### src/rtl/regfile_pkg.sv
// Shared constants and types for the scoreboarded register file.
//   DATA_W_DEF / ADDR_W_DEF / NUM_RD_DEF : default parameter values
//   data_t / addr_t                      : register word / register index at defaults
package regfile_pkg;

    localparam int DATA_W_DEF = 32;
    localparam int ADDR_W_DEF = 5;
    localparam int NUM_RD_DEF = 2;

    typedef logic [DATA_W_DEF-1:0] data_t;
    typedef logic [ADDR_W_DEF-1:0] addr_t;

endpackage

### src/rtl/regfile_rd_port.sv
// One combinational read port of the register file.
// Selects the addressed register, forwards a same-cycle write (bypass),
// and reports the register's reservation with a same-cycle write hiding it.
//   rst_n   : reset (output forced to 0 / not busy while low)
//   rd_addr : register index to read
//   regs    : current register contents
//   busy    : per-register reservation bits
//   wr_en / wr_addr / wr_data : write happening this cycle
//   rd_data : read value, rd_busy : reservation outstanding
module regfile_rd_port
    import regfile_pkg::*;
#(
    parameter int DATA_W   = DATA_W_DEF,
    parameter int ADDR_W   = ADDR_W_DEF,
    parameter int ZERO_REG = 1,
    localparam int DEPTH   = 1 << ADDR_W
) (
    input  logic              rst_n,
    input  logic [ADDR_W-1:0] rd_addr,
    input  logic [DATA_W-1:0] regs [DEPTH],
    input  logic [DEPTH-1:0]  busy,
    input  logic              wr_en,
    input  logic [ADDR_W-1:0] wr_addr,
    input  logic [DATA_W-1:0] wr_data,
    output logic [DATA_W-1:0] rd_data,
    output logic              rd_busy
);

    localparam bit ZERO_EN = (ZERO_REG != 0);

    logic zero_hit;
    logic bypass_hit;

    assign zero_hit   = ZERO_EN && (rd_addr == '0);
    assign bypass_hit = wr_en && (wr_addr == rd_addr);

    // The reset term keeps the bypass path from leaking wr_data while in reset.
    always_comb begin
        rd_data = regs[rd_addr];
        rd_busy = busy[rd_addr] && !bypass_hit;
        if (!rst_n || zero_hit) begin
            rd_data = '0;
            rd_busy = 1'b0;
        end else if (bypass_hit) begin
            rd_data = wr_data;
        end
    end

endmodule

### src/rtl/reg_file_sb.sv
// Multi-read-port register file with a reservation scoreboard.
// Each register carries a busy bit: set by resv_en, cleared by the write that
// produces it, all cleared by flush. busy_cnt tracks how many are set.
//   clk, rst_n (async, active-low)
//   rd_addr / rd_data / rd_busy : NUM_RD packed combinational read ports
//   wr_en / wr_addr / wr_data   : register write
//   resv_en / resv_addr         : reserve a destination register
//   flush                       : clear every reservation
//   busy_cnt                    : registered count of reserved registers
module reg_file_sb
    import regfile_pkg::*;
#(
    parameter int DATA_W   = DATA_W_DEF,
    parameter int ADDR_W   = ADDR_W_DEF,
    parameter int NUM_RD   = NUM_RD_DEF,
    parameter int ZERO_REG = 1
) (
    input  logic                     clk,
    input  logic                     rst_n,
    input  logic [NUM_RD*ADDR_W-1:0] rd_addr,
    output logic [NUM_RD*DATA_W-1:0] rd_data,
    output logic [NUM_RD-1:0]        rd_busy,
    input  logic                     wr_en,
    input  logic [ADDR_W-1:0]        wr_addr,
    input  logic [DATA_W-1:0]        wr_data,
    input  logic                     resv_en,
    input  logic [ADDR_W-1:0]        resv_addr,
    input  logic                     flush,
    output logic [ADDR_W:0]          busy_cnt
);

    localparam int DEPTH   = 1 << ADDR_W;
    localparam bit ZERO_EN = (ZERO_REG != 0);

    logic [DATA_W-1:0] regs_reg [DEPTH];
    logic [DEPTH-1:0]  busy_reg;
    logic [DEPTH-1:0]  busy_next;
    logic [ADDR_W:0]   busy_cnt_reg;
    logic [ADDR_W:0]   busy_cnt_next;

    logic wr_valid;
    logic resv_valid;
    logic cnt_inc;
    logic cnt_dec;

    // Address 0 neither stores data nor takes reservations when hardwired.
    assign wr_valid   = wr_en   && !(ZERO_EN && (wr_addr   == '0));
    assign resv_valid = resv_en && !(ZERO_EN && (resv_addr == '0));

    genvar gi;

    // Per-register storage and busy next-state. A reservation on the same
    // edge as a write wins, since the reserving instruction is the newer
    // producer; flush overrides both.
    generate
        for (gi = 0; gi < DEPTH; gi++) begin : g_reg
            always_ff @(posedge clk or negedge rst_n) begin
                if (!rst_n) begin
                    regs_reg[gi] <= '0;
                end else if (wr_valid && (wr_addr == ADDR_W'(gi))) begin
                    regs_reg[gi] <= wr_data;
                end
            end

            assign busy_next[gi] = flush                                        ? 1'b0 :
                                   (resv_valid && (resv_addr == ADDR_W'(gi)))   ? 1'b1 :
                                   (wr_valid   && (wr_addr   == ADDR_W'(gi)))   ? 1'b0 :
                                   busy_reg[gi];
        end
    endgenerate

    // Incremental count: +1 when a free register gets reserved, -1 when a
    // busy register is written and not simultaneously re-reserved.
    assign cnt_inc = resv_valid && !busy_reg[resv_addr];
    assign cnt_dec = wr_valid && busy_reg[wr_addr] &&
                     !(resv_valid && (resv_addr == wr_addr));

    assign busy_cnt_next = flush ? '0 :
                           busy_cnt_reg + (ADDR_W+1)'(cnt_inc) - (ADDR_W+1)'(cnt_dec);

    always_ff @(posedge clk or negedge rst_n) begin
        if (!rst_n) begin
            busy_reg     <= '0;
            busy_cnt_reg <= '0;
        end else begin
            busy_reg     <= busy_next;
            busy_cnt_reg <= busy_cnt_next;
        end
    end

    assign busy_cnt = busy_cnt_reg;

    generate
        for (gi = 0; gi < NUM_RD; gi++) begin : g_rd
            regfile_rd_port #(
                .DATA_W   (DATA_W),
                .ADDR_W   (ADDR_W),
                .ZERO_REG (ZERO_REG)
            ) u_rd_port (
                .rst_n   (rst_n),
                .rd_addr (rd_addr[gi*ADDR_W +: ADDR_W]),
                .regs    (regs_reg),
                .busy    (busy_reg),
                .wr_en   (wr_en),
                .wr_addr (wr_addr),
                .wr_data (wr_data),
                .rd_data (rd_data[gi*DATA_W +: DATA_W]),
                .rd_busy (rd_busy[gi])
            );
        end
    endgenerate

endmodule

### config.mk
export PLATFORM = sky130hd
export DESIGN_NAME = reg_file_sb
export DESIGN_NICKNAME = d
export VERILOG_FILES = /design/src/rtl/regfile_pkg.sv /design/src/rtl/regfile_rd_port.sv /design/src/rtl/reg_file_sb.sv
export SDC_FILE = /design/constraint.sdc
export NUM_CORES = 2
export LEC_CHECK = 0
export ABC_CLOCK_PERIOD_IN_PS = 3450
export CAP_MARGIN = 20
export CORE_ASPECT_RATIO = 1.5
export CORE_UTILIZATION = 50
export CTS_BUF_LIST = sky130_fd_sc_hd__clkbuf_4 sky130_fd_sc_hd__clkbuf_8
export CTS_CLUSTER_DIAMETER = 50
export DETAILED_ROUTE_END_ITERATION = 8
export PLACE_DENSITY = 0.66
export SYNTH_ARGS = -nofsm -noshare
export SYNTH_HDL_FRONTEND = slang
export SYNTH_SLANG_ARGS = --single-unit
### constraint.sdc
create_clock -name clk -period 3.45 [get_ports clk]
set_input_delay 0.5175 -clock clk [delete_from_list [all_inputs] [get_ports clk]]
set_output_delay 0.5175 -clock clk [all_outputs]
set_load 0.01 [all_outputs]
==> flow_summary.json <==
{
  "status": "finished, final reports clean",
  "combPwrFrac_pct": 22.7,
  "r2r-start": "busy_reg[27]",
  "hpwl_um": 123000,
  "cp-endpoint": "rd_data[24]",
  "die_area_mm2": 0.117,
  "dr.pass1.iters": 7,
  "final_cell_area_mm2": 0.0690,
  "placed_area_mm2": 0.0642,
  "switchingPower_w": 0.0102,
  "gp_congestion": 0.878,
  "floorplan.core_area_mm2": 0.114,
  "fin_cells": 6084,
  "p_int_w": 0.0253,
  "synth_top_area_share_pct": 46.1,
  "place_inst": 5732,
  "cts_buffers": 166,
  "cts_tree": "built",
  "worst_slew_pin_slew_ns": 1.03,
  "synth.distinct_cells": 61,
  "grt_overflow": 0,
  "setup.worst_path.start": "wr_addr[2]",
  "syn_nets": 4132,
  "grt_pass1_wl_um": 292000,
  "grt_start_max_net_pins": 189,
  "die_x_um": 279,
  "fmax_ghz": 0.290,
  "syn_inst": 4068,
  "worst-r2r-setup-slack_ns": 0.10,
  "r2r-end": "busy_cnt[4]",
  "layout-drive-gt1-share_pct": 52.0,
  "finalHoldViolCount": 0,
  "synth-main-ff-cell": "dfrtp_1",
  "pre_cts_slack_ns": -0.652,
  "grt_use_total_pct": 34.6,
  "path_class": "in -> out",
  "cts.path.max_buffers": 3,
  "post_drt_wl_per_cell_um": 32.7,
  "syn_area_mm2": 0.0576,
  "required_ns": 2.93,
  "regArea_mm2": 0.0266,
  "multi_input_area_mm2": 0.0297,
  "fillers": 8855,
  "syn_to_final_growth_pct": 19.7,
  "drt_wl_total_um": 199000,
  "synth_seq_cells": 1062,
  "switching_share_pct": 28.7,
  "grt_pass1_vias": 42708,
  "period_minus_slack_ns": 3.45,
  "h-tree-depth": 4,
  "setup_ws_ns": 0.00418,
  "rows": 152,
  "ant_nets": 0,
  "r2r_cells": 13,
  "crit_chain": "clkdlybuf4s50_1, buf_12, xnor2_1, nand4_1, o211ai_1, buf_6, buf_12, buf_16, a21oi_2, a211o_4, dlygate4sd2_1",
  "slew_viol_final": 0,
  "drc_errors": 0,
  "path_common_cell": "buf_12",
  "seqPwrFrac_pct": 46.4,
  "setup_violations": 0,
  "antenna_found_initial": 7,
  "power.clock.fraction_pct": 31.0,
  "async_reset_ff_share_pct": 100,
  "crit_fanout": 6,
  "die_height_um": 418,
  "cap_violations": 0,
  "yosys_warnings": 0,
  "cellLeakagePower_nw": 30.5,
  "largest_register_ffs": 1024,
  "peakVddDrop_mv": 0.439,
  "cts.root.buffer_cell": "clkbuf_8",
  "vias": 41124,
  "synth_largest_area_cell": "dfrtp_1",
  "drtIter0Drc": 3788,
  "crit_path_max_incr_delay_ns": 0.52,
  "skew_ns": 0.0393,
  "drt-vias-per-instance": 6.76,
  "start_util_pct": 50.4,
  "ios": 129,
  "clkTransAtPathRegs_ns": 0.07,
  "synth_edf_count": 0,
  "cts.sinks": 1062,
  "final_nets": 4490,
  "portBuffers": 128,
  "cp-start-kind": "primary input",
  "p_per_area_mw_per_mm2": 514,
  "worstPathArrival_ns": 2.93,
  "slew_headroom_pct": 31.4,
  "hold_path_class": "in -> async",
  "syn_avg_cell_area_um2": 14.2,
  "fin_crit_sh_pct": 99.9,
  "synth-seq-area-share_pct": 46.1,
  "rsz0062_at_grt": "true",
  "crit_slowest_cell": "clkdlybuf4s50_1",
  "synthTopCellsByArea": "dfrtp_1 (46%), mux2_2 (19%), mux4_2 (15%), mux2i_1 (5.6%), a22oi_1 (1.6%)",
  "insertion_delay_ns": 0.90,
  "cp-end-kind": "output port"
}
==> critical path, delay by kind of cell <==
family / cells / cell delay (ns)
buffers and inverters: 6 / 1.43
AOI/OAI and AO/OA: 3 / 0.67
and+or+nand+nor: 1 / 0.18
xor gates and xnor gates: 1 / 0.12
==> routing by layer <==
| metal | GRT usage (%) | wire [um] | vias to the layer above |
|---|---|---|---|
| met5 | 0 | 0 | - |
| met4 | 20.6 | 13900 | 0 |
| met3 | 6.46 | 15900 | 663 |
| met2 | 55.4 | 94600 | 2128 |
| met1 | 43.8 | 74400 | 21787 |
| li1 | - | - | 16546 |
==> cell usage in the layout, fill, tap and decap left out, types with 13 or more instances in the layout <==
cell             synthesis  routed
a221oi_1                95      71
a22oi_1                126     120
mux2i_1                323     322
nand2_1                 33      22
a21oi_1                133     109
mux2_1                  29      29
buf_12                   1     147
dlygate4sd2_1            0      26
mux4_2                 390     390
mux2_2                 968     968
a221oi_2                 0      24
o21ai_0                 76      68
a211oi_1                20      15
clkdlybuf4s50_1          0      50
clkbuf_8                 0     196
nor2_1                  48      33
o221ai_1                31      31
clkbuf_4                 0      66
nor2_4                   0      15
buf_4                   32     367
a2111oi_4                0      15
nor2b_1                 17      13
a211o_1                 32      29
o22ai_1                 32      32
dfrtp_1               1062    1059
buf_2                  144      14
a22o_1                  54      49
clkbuf_2                 0      18
a21oi_2                  0      24
==> through the flow <==
stage          setup TNS [ns]  power, W  util [%]  hold WS (ns)
2_1_floorplan               0    0.0215         -         0.222
3_3_place_gp           -26.50    0.0240      56.2         0.377
3_5_place_dp           -25.34    0.0243      56.2         0.383
4_1_cts                -0.148    0.0355      60.1         0.187
5_1_grt               -0.0512    0.0370      60.3         0.244
6_report                    0    0.0355      60.3         0.240
==> timing repair <==
action,4_1_cts,5_1_grt
resized for setup,225,83
buffers inserted,47,14
cloned,7,2
hold endpoints to repair,58,0
hold buffers,1,0
pin swaps,51,33
setup endpoints to repair,66,48
==> synthesized netlist by cell type (32+ instances only) <==
cell type,instances
a22o_1,54
nand2_1,33
a221oi_1,95
mux2_2,968
o21ai_0,76
clkbuf_1,252
buf_2,144
o22ai_1,32
nor2_1,48
buf_1,32
dfrtp_1,1062
buf_4,32
mux4_2,390
mux2i_1,323
a22oi_1,126
a21oi_1,133
a211o_1,32
==> final cells by class <==
cell class	count	area share, %
well taps	1540	2.79
inverters	11	0.0653
clock inverters	20	0.210
flip-flops and latches	1062	38.5
repair buffers	665	10.6
clock buffers	262	4.63
diodes	4	0.0145
multi-input cells	2520	43.1
==> kinds of logic after synthesis <==
group | synth area share, %
AND/OR/NAND/NOR | 1.39
AO/OA/AOI/OAI | 7.82
multiplexers | 40.3
flip-flops | 46.1
buffers and inverters | 3.91
XOR/XNOR | 0.274
adder cells (fa/ha/maj) | 0.165
==> power by group through the flow <==
stage	logic (W)	registers, W	clock network [W]
global placement	0.00753	0.0165	0
floorplan	0.00544	0.0161	0
CTS	0.00794	0.0164	0.0112
detailed placement	0.00769	0.0166	0
finish	0.00804	0.0164	0.0110
global route	0.00854	0.0168	0.0117
==> worst min-delay path by stage <==
stage / startpoint / endpoint
2_1_floorplan: rst_n / busy_cnt[0]
3_3_place_gp: regs_reg[1010] / regs_reg[1010]
3_5_place_dp: regs_reg[1007] / regs_reg[1007]
4_1_cts: rst_n / regs_reg[764]
5_1_grt: rst_n / regs_reg[764]
6_report: rst_n / regs_reg[764]
(Power assumes the default switching activity.)
